**src/rtl/adat_frame_reader.sv**
```systemverilog
// Read side of channel_buffer. It follows frames committed by adat_decoder, pulls each
// channel bit-serially out of the buffer RAM and presents 24-bit samples on valid/ready.
module adat_frame_reader #(
   parameter int CIRC_BUF_BITS = 3,
   parameter int LAG_LIMIT     = 6
) (
   input  logic                       clk_i,
   input  logic                       reset_i,
   input  logic                       has_sync_i,
   input  logic [CIRC_BUF_BITS-1:0]   last_good_frame_idx_i,
   output logic [CIRC_BUF_BITS+7:0]   read_addr_o,
   input  logic                       read_data_i,
   output logic [23:0]                sample_data_o,
   output logic [2:0]                 sample_channel_o,
   output logic                       sample_valid_o,
   input  logic                       sample_ready_i,
   output logic                       frame_start_o,
   output logic                       overrun_o
);

   localparam int AW = CIRC_BUF_BITS + 8;
   localparam logic [CIRC_BUF_BITS-1:0] LAG = CIRC_BUF_BITS'(LAG_LIMIT);
   localparam logic [CIRC_BUF_BITS-1:0] ONE = CIRC_BUF_BITS'(1);

   typedef enum logic [1:0] {S_IDLE, S_WAIT, S_FETCH, S_PRESENT} state_t;

   state_t                   r_state, w_state;
   logic [CIRC_BUF_BITS-1:0] r_rd_ptr, w_rd_ptr;
   logic [CIRC_BUF_BITS-1:0] r_cur, w_cur;
   logic [2:0]               r_ch, w_ch;
   logic [4:0]               r_bit, w_bit;
   logic [23:0]              r_shift, w_shift;
   logic [AW-1:0]            r_addr, w_addr;
   logic [23:0]              r_data, w_data;
   logic [2:0]               r_chan, w_chan;
   logic                     r_valid, w_valid;
   logic                     r_fs, w_fs;
   logic                     r_ovr, w_ovr;

   logic [CIRC_BUF_BITS-1:0] w_pending;
   logic [CIRC_BUF_BITS-1:0] w_seed;
   logic [CIRC_BUF_BITS-1:0] w_next_frame;

   assign w_pending    = last_good_frame_idx_i - r_rd_ptr;
   assign w_seed       = last_good_frame_idx_i - ONE;
   assign w_next_frame = r_rd_ptr + ONE;

   always_ff @(posedge clk_i) begin
      if (reset_i) begin
         r_state  <= S_IDLE;
         r_rd_ptr <= '0;
         r_cur    <= '0;
         r_ch     <= '0;
         r_bit    <= '0;
         r_shift  <= '0;
         r_addr   <= '0;
         r_data   <= '0;
         r_chan   <= '0;
         r_valid  <= 1'b0;
         r_fs     <= 1'b0;
         r_ovr    <= 1'b0;
      end else begin
         r_state  <= w_state;
         r_rd_ptr <= w_rd_ptr;
         r_cur    <= w_cur;
         r_ch     <= w_ch;
         r_bit    <= w_bit;
         r_shift  <= w_shift;
         r_addr   <= w_addr;
         r_data   <= w_data;
         r_chan   <= w_chan;
         r_valid  <= w_valid;
         r_fs     <= w_fs;
         r_ovr    <= w_ovr;
      end
   end

   always_comb begin
      w_state  = r_state;
      w_rd_ptr = r_rd_ptr;
      w_cur    = r_cur;
      w_ch     = r_ch;
      w_bit    = r_bit;
      w_shift  = r_shift;
      w_addr   = r_addr;
      w_data   = r_data;
      w_chan   = r_chan;
      w_valid  = r_valid;
      w_fs     = 1'b0;
      w_ovr    = 1'b0;

      // Sync loss abandons any partial frame; the pointer is re-seeded on reacquire.
      if (!has_sync_i) begin
         w_state = S_IDLE;
         w_valid = 1'b0;
      end else begin
         case (r_state)
            S_IDLE: begin
               w_rd_ptr = w_seed;
               w_state  = S_WAIT;
            end
            S_WAIT: begin
               if (w_pending > LAG) begin
                  w_rd_ptr = w_seed;
                  w_ovr    = 1'b1;
               end else if (w_pending != '0) begin
                  w_cur   = w_next_frame;
                  w_ch    = 3'd0;
                  w_bit   = 5'd0;
                  w_addr  = {w_next_frame, 3'd0, 5'd0};
                  w_fs    = 1'b1;
                  w_state = S_FETCH;
               end
            end
            S_FETCH: begin
               // r_bit counts FETCH cycles; RAM data lags the address by one.
               if (r_bit != 5'd0)
                  w_shift = {r_shift[22:0], read_data_i};
               if (r_bit == 5'd24) begin
                  w_data  = {r_shift[22:0], read_data_i};
                  w_chan  = r_ch;
                  w_valid = 1'b1;
                  w_state = S_PRESENT;
               end else begin
                  w_bit = r_bit + 5'd1;
                  if (r_bit < 5'd23)
                     w_addr = {r_cur, r_ch, r_bit + 5'd1};
               end
            end
            S_PRESENT: begin
               if (sample_ready_i) begin
                  w_valid = 1'b0;
                  if (r_ch == 3'd7) begin
                     w_rd_ptr = r_cur;
                     w_state  = S_WAIT;
                  end else begin
                     w_ch    = r_ch + 3'd1;
                     w_bit   = 5'd0;
                     w_addr  = {r_cur, r_ch + 3'd1, 5'd0};
                     w_state = S_FETCH;
                  end
               end
            end
            default: w_state = S_IDLE;
         endcase
      end
   end

   assign read_addr_o      = r_addr;
   assign sample_data_o    = r_data;
   assign sample_channel_o = r_chan;
   assign sample_valid_o   = r_valid;
   assign frame_start_o    = r_fs;
   assign overrun_o        = r_ovr;

endmodule
```
**config.mk**
```make
export PLATFORM = sky130hd
export DESIGN_NAME = adat_frame_reader
export DESIGN_NICKNAME = d
export VERILOG_FILES = /design/src/rtl/adat_frame_reader.sv
export SDC_FILE = /design/constraint.sdc
export NUM_CORES = 1
export LEC_CHECK = 0
export ABC_AREA = 1
export BUFFER_PORTS_ARGS = -buffer_cell sky130_fd_sc_hd__buf_2
export CAP_MARGIN = 20
export CORE_MARGIN = 4
export CORE_UTILIZATION = 51
export DETAILED_ROUTE_END_ITERATION = 7
export PLACE_DENSITY_LB_ADDON = 0.25
export SYNTH_ARGS = -nofsm -noshare
export SYNTH_HDL_FRONTEND = slang
export SYNTH_SLANG_ARGS = --single-unit
```
**constraint.sdc**
```tcl
create_clock -name clk_i -period 1.89 [get_ports clk_i]
set_clock_uncertainty 0.1 [all_clocks]
set_input_delay 0.0945 -clock clk_i [delete_from_list [all_inputs] [get_ports clk_i]]
set_output_delay 0.0945 -clock clk_i [all_outputs]
set_load 0.03 [all_outputs]
```
==> results of run 1 <==
==> power by group <==
part	total [mW]	switching (mW)	leakage, nW	internal (mW)
Combinational	0.552	0.341	1.33	0.210
Clock	1.32	0.652	0.105	0.665
Sequential	1.78	0.0361	0.648	1.74
==> stage by stage <==
stage | area [um^2] | setup TNS, ns | power [mW]
after CTS | 4280 | -1.29 | 3.65
after detailed placement | 3840 | -2.15 | 2.26
final | 4350 | -2.58 | 3.65
after global placement | 3840 | -0.520 | 2.25
after global routing | 4350 | -5.04 | 3.84
after floorplan | 3460 | 0 | 2.15
==> final timing paths <==
kind                                       from                             to  slack, ns  cells after the start
hold / removal                   sample_ready_i        r_state[1]$_SDFFE_PP0P_       0.11                      6
setup / recovery       r_rd_ptr[0]$_SDFFE_PP0P_   read_addr_o[10]$_SDFFE_PP0P_      -0.15                     11
hold reg to reg   sample_data_o[7]$_SDFFE_PP0P_  sample_data_o[7]$_SDFFE_PP0P_       0.38                      2
setup reg to reg       r_rd_ptr[0]$_SDFFE_PP0P_   read_addr_o[10]$_SDFFE_PP0P_      -0.15                     11
==> sequential cells by signal (all words and copies together) (netlist names), 2 cells and up <==
name and flops:
sample_data_o 24, read_addr_o 11, r_shift 23, r_bit 5, r_cur 3, r_state 2, sample_channel_o 3, r_rd_ptr 3
r_ch 3
==> worst max-delay path, stage by stage (launching register included) <==
cell     delay [ns]
dfxtp_2        0.36
ha_4           0.12
inv_2          0.03
fa_2           0.56
inv_2          0.06
nor2_4         0.13
nand3_4        0.12
buf_6          0.16
nand4_4        0.11
nand2_1        0.07
nand2_1        0.06
nor2_1         0.05
==> area by class of cell <==
type / count / area share [%]
sequential: 80 / 36.9
multi-input combinational: 336 / 39.1
clock buffer: 10 / 3.17
tap: 77 / 2.22
inverter: 53 / 4.63
clock inverter: 6 / 1.73
timing repair buffer: 78 / 12.3
==> layout by cell type, fill, tap and decap left out, types with 4 or more instances in the layout <==
cell | Yosys | routed
inv_2 | 2 | 4
nand4_4 | 1 | 5
a21oi_1 | 10 | 10
nor2_2 | 4 | 8
inv_1 | 50 | 48
clkbuf_8 | 0 | 10
ha_1 | 7 | 6
o21ai_0 | 60 | 58
buf_2 | 8 | 48
nand3_1 | 9 | 7
buf_6 | 2 | 8
dfxtp_1 | 80 | 79
buf_4 | 1 | 16
nor2_1 | 159 | 152
nand2_1 | 65 | 58
nand2_2 | 1 | 8
==> cells in the mapped netlist <==
cell,count,area share [%]
nand3_1,9,1.3
or2_2,1,0.18
inv_1,50,5.5
nand4_1,3,0.55
o22ai_1,2,0.36
a21oi_1,10,1.5
nand2_2,1,0.18
dfxtp_1,80,47
nor2_1,159,17
nor2_2,4,0.73
inv_4,1,0.18
o21bai_1,1,0.22
fa_1,1,0.58
inv_2,2,0.22
a21oi_2,2,0.51
buf_2,8,1.2
ha_1,7,2.5
nand4_2,2,0.73
clkbuf_1,10,1.1
xor2_1,2,0.51
mux2i_1,1,0.29
nand2_4,1,0.33
nand4_4,1,0.62
nand2_1,65,7.1
o21ai_0,60,8.7
buf_6,2,0.65
nand3_2,1,0.29
buf_4,1,0.22
==> kinds of logic (layout without fill, tap and decap cells) <==
kind of cell / after synthesis / after routing / synth area share, %
xor gates and xnor gates: 2 / 2 / 0.509
buffers and inverters: 74 / 147 / 8.98
adders and majority gates: 8 / 8 / 3.12
muxes: 1 / 1 / 0.291
and+or+nand+nor: 247 / 250 / 29.3
AOI/OAI and AO/OA: 75 / 75 / 11.3
DFF: 80 / 80 / 46.5
==> layer usage <==
| metal | up-vias | global-route usage [%] | wire length (um) |
|---|---|---|---|
| met2 | 75 | 33.9 | 3850 |
| met4 | 0 | 5.99 | 106 |
| met1 | 1438 | 24.5 | 3320 |
| met3 | 11 | 4.59 | 393 |
| met5 | - | 0 | 0 |
| li1 | 1661 | - | - |
==> what timing repair did <==
item / 4_1_cts / 5_1_grt
pin swaps: 10 / 16
setup endpoints to repair: 26 / 41
endpoints found under the hold margin: 6 / 0
buffers inserted: 7 / 1
cloned: 3 / 0
gates resized for setup: 21 / 19
hold buffers: 3 / 0
==> run_results.csv, run 1 <==
group,metric,value,unit
status,run_status,"finished with violations",
status,violations,"setup timing",
die,dieHeight,90.2,um
layout,antenna_cells,0,
sta,finalCritPeriodShare,108,%
layout,drive_above_1_share,23.4,%
sta,worst_slack,-0.148,ns
placed_design,place_congestion,0.864,
sta,max_freq,0.491,GHz
synth,syn_area,3440,um^2
sta,slew_headroom,63.3,%
layout,syn_to_final_growth,26.3,%
setup_path,worstSetupEndpointType,"flop",
sta,rsz0062_at_grt,"yes",
sta,finalMaxSlewViolations,0,
synth,ys_warn_count,0,
die,start_util,53.3,%
layout,stdcell_count,640,
placed_design,hpwl,5.03,mm
route,drtIter0Drc,135,
synth,ys_ff_latch,80,
layout,multi_input_area,1700,um^2
die,die_x,90.2,um
clocking,clk_pin_slew,0.09,ns
sta,setup-violations-final,29,
setup_path,worstPathArrival,2.18,ns
grt,grt_max_degree,63,
route,dr.pass1.iters,4,
sta,worstMarginPinSlew,0.550,ns
setup_path,critPathLaunchType,"flop",
synth,ys_types,28,
pwr,p_per_area,839,nW/um^2
clocking,htreeDepth,3,
synth,syn-instance-count,487,
grt,grt_pass1_wl,13.4,mm
pwr,p_leak,2.09,nW
clocking,clockRootBuffer,"clkbuf_8",
flow_run,drv_cap,0,
route,drcViolationCount,0,
die,core-area,6460,um^2
layout,nets,574,
sta,hold_violations,0,
synth,synth_area_per_cell,7.07,um^2
clocking,cts.sinks,80,
die,io_pins,49,
clocking,cts_max_path_buffers,2,
synth,synth-seq-area-share,46.5,%
sta,timing.final.crit_period,2.04,ns
route,wirelength,7.66,mm
grt,grt_pass1_vias,3010,
route,drtAntennaViolNets,0,
die,die-area,8130,um^2
pwr,ir_worst_vdd,719,uV
route,viasPerCell,4.98,
die,core.rowCount,29,
clocking,cts_made_buffers,9,
setup_path,crit_type,"reg2reg",
synth,synth_nets,503,
placed_design,placed_cells,610,
route,vias,3185,
min_path,hold_class,"in2reg",
route,wl_per_cell,12.0,um
clocking,cts_tree,"yes",
clocking,clkLatencyLatePin,0.35,ns
layout,final_util,67.3,%
placed_design,dp_slack,-0.122,ns
layout,final-seq-area,1600,um^2
placed_design,port_buffers,48,
grt,gr-total-overflow,0,
setup_path,cp_max_fo,6,
sta,holdWs,0.111,ns
grt,track_usage,19.7,%
layout,fillers,565,
setup_path,cp_data_required_time,2.04,ns
grt,antenna_found_initial,0,
No activity file was read; power rests on OpenSTA's default activity.
==> inputs of run 2 (changes only) <==
--- a/config.mk
+++ b/config.mk
@@ -5,7 +5,6 @@
 export SDC_FILE = /design/constraint.sdc
 export NUM_CORES = 1
 export LEC_CHECK = 0
-export ABC_AREA = 1
 export BUFFER_PORTS_ARGS = -buffer_cell sky130_fd_sc_hd__buf_2
 export CAP_MARGIN = 20
 export CORE_MARGIN = 4
==> run 2 against run 1 <==
Against the previous run:
- the flow still finishes with violations (setup timing)
- utilization shrank 1.5 points
- worst setup slack lost 0.37 ns
- first-iteration DRC count grew 33%
- flip-flop and latch count is the same
- critical path type unchanged
- highest routed layer unchanged
==> run_results.csv, run 2 <==
group,metric,value,unit
layout,largest_reg_flops,24,
synth,ys_dominant_reg_cell,"dfxtp_1",
route,drtIter0Drc,179,
route,wirelength,7.36,mm
placed_design,port_buffers,48,
die,core.rowCount,29,
synth,yosys-top-cells-area,"dfxtp_1 47%, nand2_1 12%, a21oi_1 9.1%",
clocking,clk_pin_slew,0.08,ns
placed_design,place_area,3850,um^2
pwr,p_comb_share,11.7,%
sta,setup-violations-final,29,
die,start_util,53.0,%
min_path,hold_class,"in2reg",
route,wl_per_cell,13.4,um
synth,synth-seq-area-share,47.1,%
layout,nets,483,
setup_path,r2r-start,"r_rd_ptr[0]$_SDFFE_PP0P_",
layout,final_cell_area,4230,um^2
die,dieHeight,89.7,um
clocking,htreeDepth,3,
synth,ys_types,42,
min_path,min_to,"sample_valid_o$_SDFFE_PP0P_",
grt,gr-total-overflow,0,
pwr,clockPowerShare,38.6,%
sta,worst_slack,-0.518,ns
clocking,clockRootBuffer,"clkbuf_8",
pwr,swShare,25.1,%
grt,antenna_found_initial,0,
pwr,p_leak,1.69,nW
sta,slew_headroom,56.3,%
die,io_pins,49,
placed_design,hpwl,4.87,mm
setup_path,worstRegToRegCells,10,
route,viasPerCell,5.25,
synth,ys_ff_latch,80,
sta,finalCritPeriodShare,127,%
layout,layout_commonest_cell,"nand2_1",
clocking,cts_made_buffers,9,
setup_path,critPathLaunchType,"flop",
min_path,hold_depth,4,
synth,ys_async_sr_fraction,0,%
clocking,cts.sinks,80,
route,vias,2884,
sta,hold_violations,0,
setup_path,crit_type,"reg2reg",
grt,grt_max_degree,48,
setup_path,cp_data_required_time,2.06,ns
sta,finalMaxSlewViolations,0,
pwr,p_seq_share,49.7,%
grt,track_usage,19.8,%
die,core-area,6420,um^2
synth,syn-instance-count,404,
sta,worstMarginPinSlew,0.655,ns
setup_path,r2r_end,"r_bit[2]$_SDFFE_PP0P_",
grt,grt_pass1_wl,12.5,mm
setup_path,reg2reg_slack,-0.52,ns
synth,synth-edff-count,0,
pwr,ir_worst_vdd,533,uV
min_path,min-delay-start,"sample_ready_i",
synth,yosysTopAreaCellShare,47.1,%
synth,syn_area,3400,um^2
pwr,p_per_area,814,nW/um^2
route,drcViolationCount,0,
synth,synth.most_common_cell,"nand2_1",
placed_design,place_congestion,0.791,
route,drtAntennaViolNets,0,
synth,yosys-top-cells-count,"109 x nand2_1, 80 x dfxtp_1, 62 x a21oi_1, 23 x clkbuf_1, 16 x nor2_1",
clocking,clkLatencyLatePin,0.35,ns
status,run_status,"finished with violations",
setup_path,slowest_delay,0.36,ns
route,dr.pass1.iters,4,
pwr,fin_total_pwr,3.44,mW
sta,timing.final.crit_period,2.41,ns
layout,antenna_cells,0,
pwr,p_int,2.58,mW
pwr,p_sw,0.865,mW
layout,fillers,538,
setup_path,slowest_stage,"dfxtp_2",
clocking,cts_tree,"yes",
die,die_x,89.7,um
synth,synth_area_per_cell,8.42,um^2
flow_run,drv_cap,0,
layout,multi_input_area,1750,um^2
sta,rsz0062_at_grt,"yes",
clocking,cts_max_path_buffers,2,
sta,max_freq,0.415,GHz
setup_path,worstSetupEndpointType,"flop",
setup_path,cp_max_fo,3,
layout,drive_above_1_share,25.8,%
layout,final-seq-area,1600,um^2
setup_path,worstPathArrival,2.58,ns
synth,yosysTopAreaCell,"dfxtp_1",
die,die-area,8040,um^2
setup_path,path_cells,"ha_4, inv_2, fa_2, xor3_2, buf_4, mux2i_4, and3_4, a31oi_4, buf_6, mux2i_2",
grt,grt_pass1_vias,2700,
status,violations,"setup timing",
layout,layout_common_cells,"108 x nand2_1, 79 x dfxtp_1, 61 x a21oi_1",
synth,synth_nets,420,
synth,ys_warn_count,0,
layout,syn_to_final_growth,24.3,%
[run 2: cell count changes after synthesis, sizes merged, moves of 6 or more]
cell,before,now
nor2b,0,7
nand2b,0,15
inv,53,7
nor2,163,16
a21oi,12,62
mux2i,1,15
clkbuf,10,23
o21ai,60,9
buf,11,4
nand4,6,0
nand2,67,109
[run 2: metal layers]
layer	routed length (um)	up-vias	share of wire, %	global-route usage, %
met2	3530	54	48	32.3
li1	-	1476	-	-
met1	3450	1341	47	25.8
met5	0	-	0	0
met4	161	0	2.2	8.53
met3	219	13	3.0	3.28
[run 2: worst max-delay path, delay by kind of cell (launching register included)]
kind            cells  cell delay (ns)
compound gates      1             0.23
xor+xnor            1             0.26
fa+ha+maj           2             0.45
buf+inv             3             0.35
flops               1             0.36
mux                 2             0.40
simple gates        1             0.18
[run 2: timing repair]
item,4_1_cts,5_1_grt
setup endpoints to repair,52,29
hold buffers,1,0
cloned,1,0
setup buffers,6,4
pin swaps,11,7
hold endpoints to repair,2,0
resized for setup,23,9
[run 2: final cells by class]
cell class	instances	share of cell area (%)
Clock inverter	6	1.75
Timing Repair Buffer	79	12.9
Multi-Input combinational cell	290	41.3
Sequential cell	80	37.9
Clock buffer	10	3.25
Tap cell	77	2.28
Inverter	7	0.621
[run 2: cell families (layout without fill, tap and decap cells)]
logic type	count (synthesis)	in the layout	synth area share [%]
xor+xnor	7	7	2.28
fa+ha+maj	8	8	3.16
mux	20	20	6.40
simple gates	170	170	22.0
compound gates	85	85	14.8
buf+inv	34	102	4.34
flops	80	80	47.1
[run 2: worst max path at each step]
stage	startpoint	endpoint	depth (start not counted)
6_report	r_rd_ptr[0]$_SDFFE_PP0P_	r_bit[2]$_SDFFE_PP0P_	10
5_1_grt	r_rd_ptr[0]$_SDFFE_PP0P_	r_bit[2]$_SDFFE_PP0P_	10
4_1_cts	r_rd_ptr[0]$_SDFFE_PP0P_	r_rd_ptr[0]$_SDFFE_PP0P_	8
3_5_place_dp	r_rd_ptr[0]$_SDFFE_PP0P_	r_rd_ptr[0]$_SDFFE_PP0P_	8
3_3_place_gp	r_rd_ptr[0]$_SDFFE_PP0P_	r_rd_ptr[0]$_SDFFE_PP0P_	8
2_1_floorplan	r_rd_ptr[0]$_SDFFE_PP0P_	r_bit[3]$_SDFFE_PP0P_	9
[run 2: through the flow]
step                      cells  utilization [%]  hold slack [ns]  setup TNS [ns]  setup slack (ns)
after floorplan             404                -            0.130           -6.09            -0.422
after global placement      523             59.9            0.261           -6.09            -0.429
after detailed placement    523             59.9            0.273           -9.42            -0.517
after CTS                   547             65.1           0.0407           -9.39            -0.499
after global routing        549             65.8           0.0902          -13.63            -0.581
final                       549             65.8           0.0458          -11.68            -0.518
[run 2: power groups by stage]
| stage | clock network, mW | registers, mW | logic (mW) |
|---|---|---|---|
| finish | 1.33 | 1.71 | 0.404 |
| CTS | 1.35 | 1.71 | 0.360 |
| global placement | 0 | 1.75 | 0.291 |
| global route | 1.44 | 1.71 | 0.436 |
| floorplan | 0 | 1.76 | 0.200 |
| detailed placement | 0 | 1.75 | 0.301 |
==> inputs of run 3 (changes only) <==
--- a/config.mk
+++ b/config.mk
@@ -7,8 +7,11 @@
 export LEC_CHECK = 0
 export BUFFER_PORTS_ARGS = -buffer_cell sky130_fd_sc_hd__buf_2
 export CAP_MARGIN = 20
+export CELL_PAD_IN_SITES_DETAIL_PLACEMENT = 1
+export CELL_PAD_IN_SITES_GLOBAL_PLACEMENT = 1
+export CORE_ASPECT_RATIO = 2
 export CORE_MARGIN = 4
-export CORE_UTILIZATION = 51
+export CORE_UTILIZATION = 38
 export DETAILED_ROUTE_END_ITERATION = 7
 export PLACE_DENSITY_LB_ADDON = 0.25
 export SYNTH_ARGS = -nofsm -noshare
==> run 3 against run 2 <==
Against the previous run:
- the run still ends with setup timing left
- sequential share of layout area is 2.5 points lower
- fmax is 0.28% lower
- cell count rose by 6.0%
- first-iteration DRC count is 24% lower
- clock power increased by 43%
- global-route usage decreased by 2.2 points
- critical endpoint is now r_bit[3]$_SDFFE_PP0P_
- critical path depth down 1
==> run_results.csv, run 3 (synthesis results as in run 2) <==
group,metric,value,unit
grt,grt_max_degree,58,
sta,timing.final.crit_period,2.41,ns
clocking,cts_made_buffers,9,
layout,stdcell_count,582,
die,io_pins,49,
clocking,clkLatencyLatePin,0.33,ns
setup_path,r2r-start,"r_rd_ptr[0]$_SDFFE_PP0P_",
setup_path,slowest_stage,"dfxtp_2",
grt,antenna_found_initial,0,
die,core.rowCount,48,
min_path,hold_class,"in2reg",
route,viasPerCell,5.19,
grt,grt_pass1_wl,14.4,mm
clocking,cts_tree,"yes",
grt,grt_pass1_vias,3095,
grt,track_usage,17.6,%
setup_path,slowest_delay,0.36,ns
layout,syn_to_final_growth,32.9,%
route,drtIter0Drc,136,
setup_path,crit_type,"reg2reg",
setup_path,worstRegToRegCells,9,
route,wirelength,8.73,mm
layout,antenna_cells,0,
route,dr.pass1.iters,4,
clocking,clockRootBuffer,"clkbuf_16",
setup_path,cpLargestDelayFamily,"multiplexers",
die,core-area,8710,um^2
clocking,htreeDepth,3,
placed_design,place_congestion,0.819,
route,wl_per_cell,15.0,um
placed_design,hpwl,5.94,mm
pwr,ir_worst_vdd,512,uV
layout,nets,493,
pwr,p_leak,1.82,nW
sta,finalCritPeriodShare,128,%
setup_path,r2r_end,"r_bit[3]$_SDFFE_PP0P_",
die,die_x,74.9,um
route,vias,3019,
flow_run,drv_cap,0,
sta,setup-violations-final,29,
sta,hold_violations,0,
die,die-area,10600,um^2
sta,slew_headroom,63.3,%
clocking,cts_max_path_buffers,2,
pwr,p_per_area,897,nW/um^2
placed_design,port_buffers,48,
sta,finalMaxSlewViolations,0,
setup_path,critPathLaunch,"r_rd_ptr[0]$_SDFFE_PP0P_",
die,dieHeight,142,um
grt,gr-total-overflow,0,
layout,drive_above_1_share,27.6,%
setup_path,path_cells,"ha_4, inv_2, fa_2, xor3_2, buf_4, mux2i_4, and3_4, a31oi_4, mux2_4",
sta,rsz0062_at_grt,"yes",
status,run_status,"finished with violations",
setup_path,cp_data_required_time,2.01,ns
setup_path,critical_path_buf_inv_count,2,
sta,worstMarginPinSlew,0.544,ns
route,drtAntennaViolNets,0,
placed_design,dp_slack,-0.509,ns
setup_path,reg2reg_slack,-0.52,ns
min_path,hold_depth,4,
status,violations,"setup timing",
setup_path,worstSetupEndpointType,"flop",
setup_path,cp_max_fo,4,
sta,worst_slack,-0.525,ns
min_path,min_to,"sample_valid_o$_SDFFE_PP0P_",
placed_design,placed_cells,553,
layout,largest_reg_flops,24,
min_path,min-delay-start,"sample_ready_i",
layout,layout_common_cells,"107 x nand2_1, 79 x dfxtp_1, 61 x a21oi_1",
layout,layout_commonest_cell,"nand2_1",
route,drcViolationCount,0,
clocking,clk_pin_slew,0.06,ns
sta,max_freq,0.414,GHz
die,start_util,39.1,%
clocking,cts.sinks,80,
setup_path,critPathLaunchType,"flop",
setup_path,worstPathArrival,2.54,ns
==> run 3: changes by cell type in the layout (fill, tap and decap cells not counted), sizes merged <==
cell and change:
buf +10, clkinvlp +2, bufinv +1, inv -3
==> run 3: how the worst max path moves through the flow <==
stage / to / slack, ns / depth (start not counted)
finish: r_bit[3]$_SDFFE_PP0P_ / -0.52 / 9
global route: r_rd_ptr[2]$_SDFFE_PP0P_ / -0.62 / 8
detailed placement: r_rd_ptr[0]$_SDFFE_PP0P_ / -0.51 / 8
global placement: r_rd_ptr[0]$_SDFFE_PP0P_ / -0.43 / 10
floorplan: r_bit[3]$_SDFFE_PP0P_ / -0.42 / 9
CTS: r_rd_ptr[1]$_SDFFE_PP0P_ / -0.49 / 8
==> run 3: repair_timing <==
item / CTS / global route
pin swaps: 9 / 5
hold buffers: 1 / 0
gates cloned: 0 / 0
buffers inserted: 6 / 7
resized for setup: 28 / 7
setup endpoints to repair: 29 / 29
hold endpoints to repair: 2 / 0
==> run 3: worst register-to-register path: stages, from the launching register on <==
cell and delay [ns]:
dfxtp_2 0.36, ha_4 0.13, inv_2 0.03, fa_2 0.33, xor3_2 0.24, buf_4 0.16, mux2i_4 0.19, and3_4 0.19
a31oi_4 0.26, mux2_4 0.33
==> run 3: cell type report <==
type | count | area [um^2]
clock inverter | 6 | 92.6
sequential | 80 | 1600
inverter | 7 | 26.3
timing repair buffer | 89 | 679
fill | 1027 | 4190
clock buffer | 10 | 239
tap | 100 | 125
multi-input combinational | 290 | 1760
==> run 3: where the power goes <==
group          internal, mW  leakage (nW)  switching [mW]
Combinational         0.230          1.02           0.205
Sequential             1.70         0.646          0.0129
Clock                  1.20         0.155           0.706
==> run 3: metal layers <==
layer / track usage [%] / share of wire, % / wire [um]
met5: 0 / 0 / 0
met4: 7.41 / 2.8 / 248
met3: 4.40 / 3.5 / 303
met2: 31.8 / 56 / 4850
met1: 18.3 / 38 / 3330
==> run 3: metrics by stage <==
stage / hold WS, ns / TNS [ns] / total power [mW] / area [um^2] / utilization (%)
after floorplan: 0.130 / -6.09 / 1.96 / 3430 / -
after global placement: 0.254 / -7.11 / 2.05 / 3970 / 45.5
after detailed placement: 0.264 / -8.55 / 2.06 / 3970 / 45.5
after CTS: 0.0681 / -8.73 / 4.04 / 4430 / 50.9
after global routing: 0.121 / -14.83 / 4.21 / 4520 / 51.9
final: 0.0959 / -11.98 / 4.05 / 4520 / 51.9
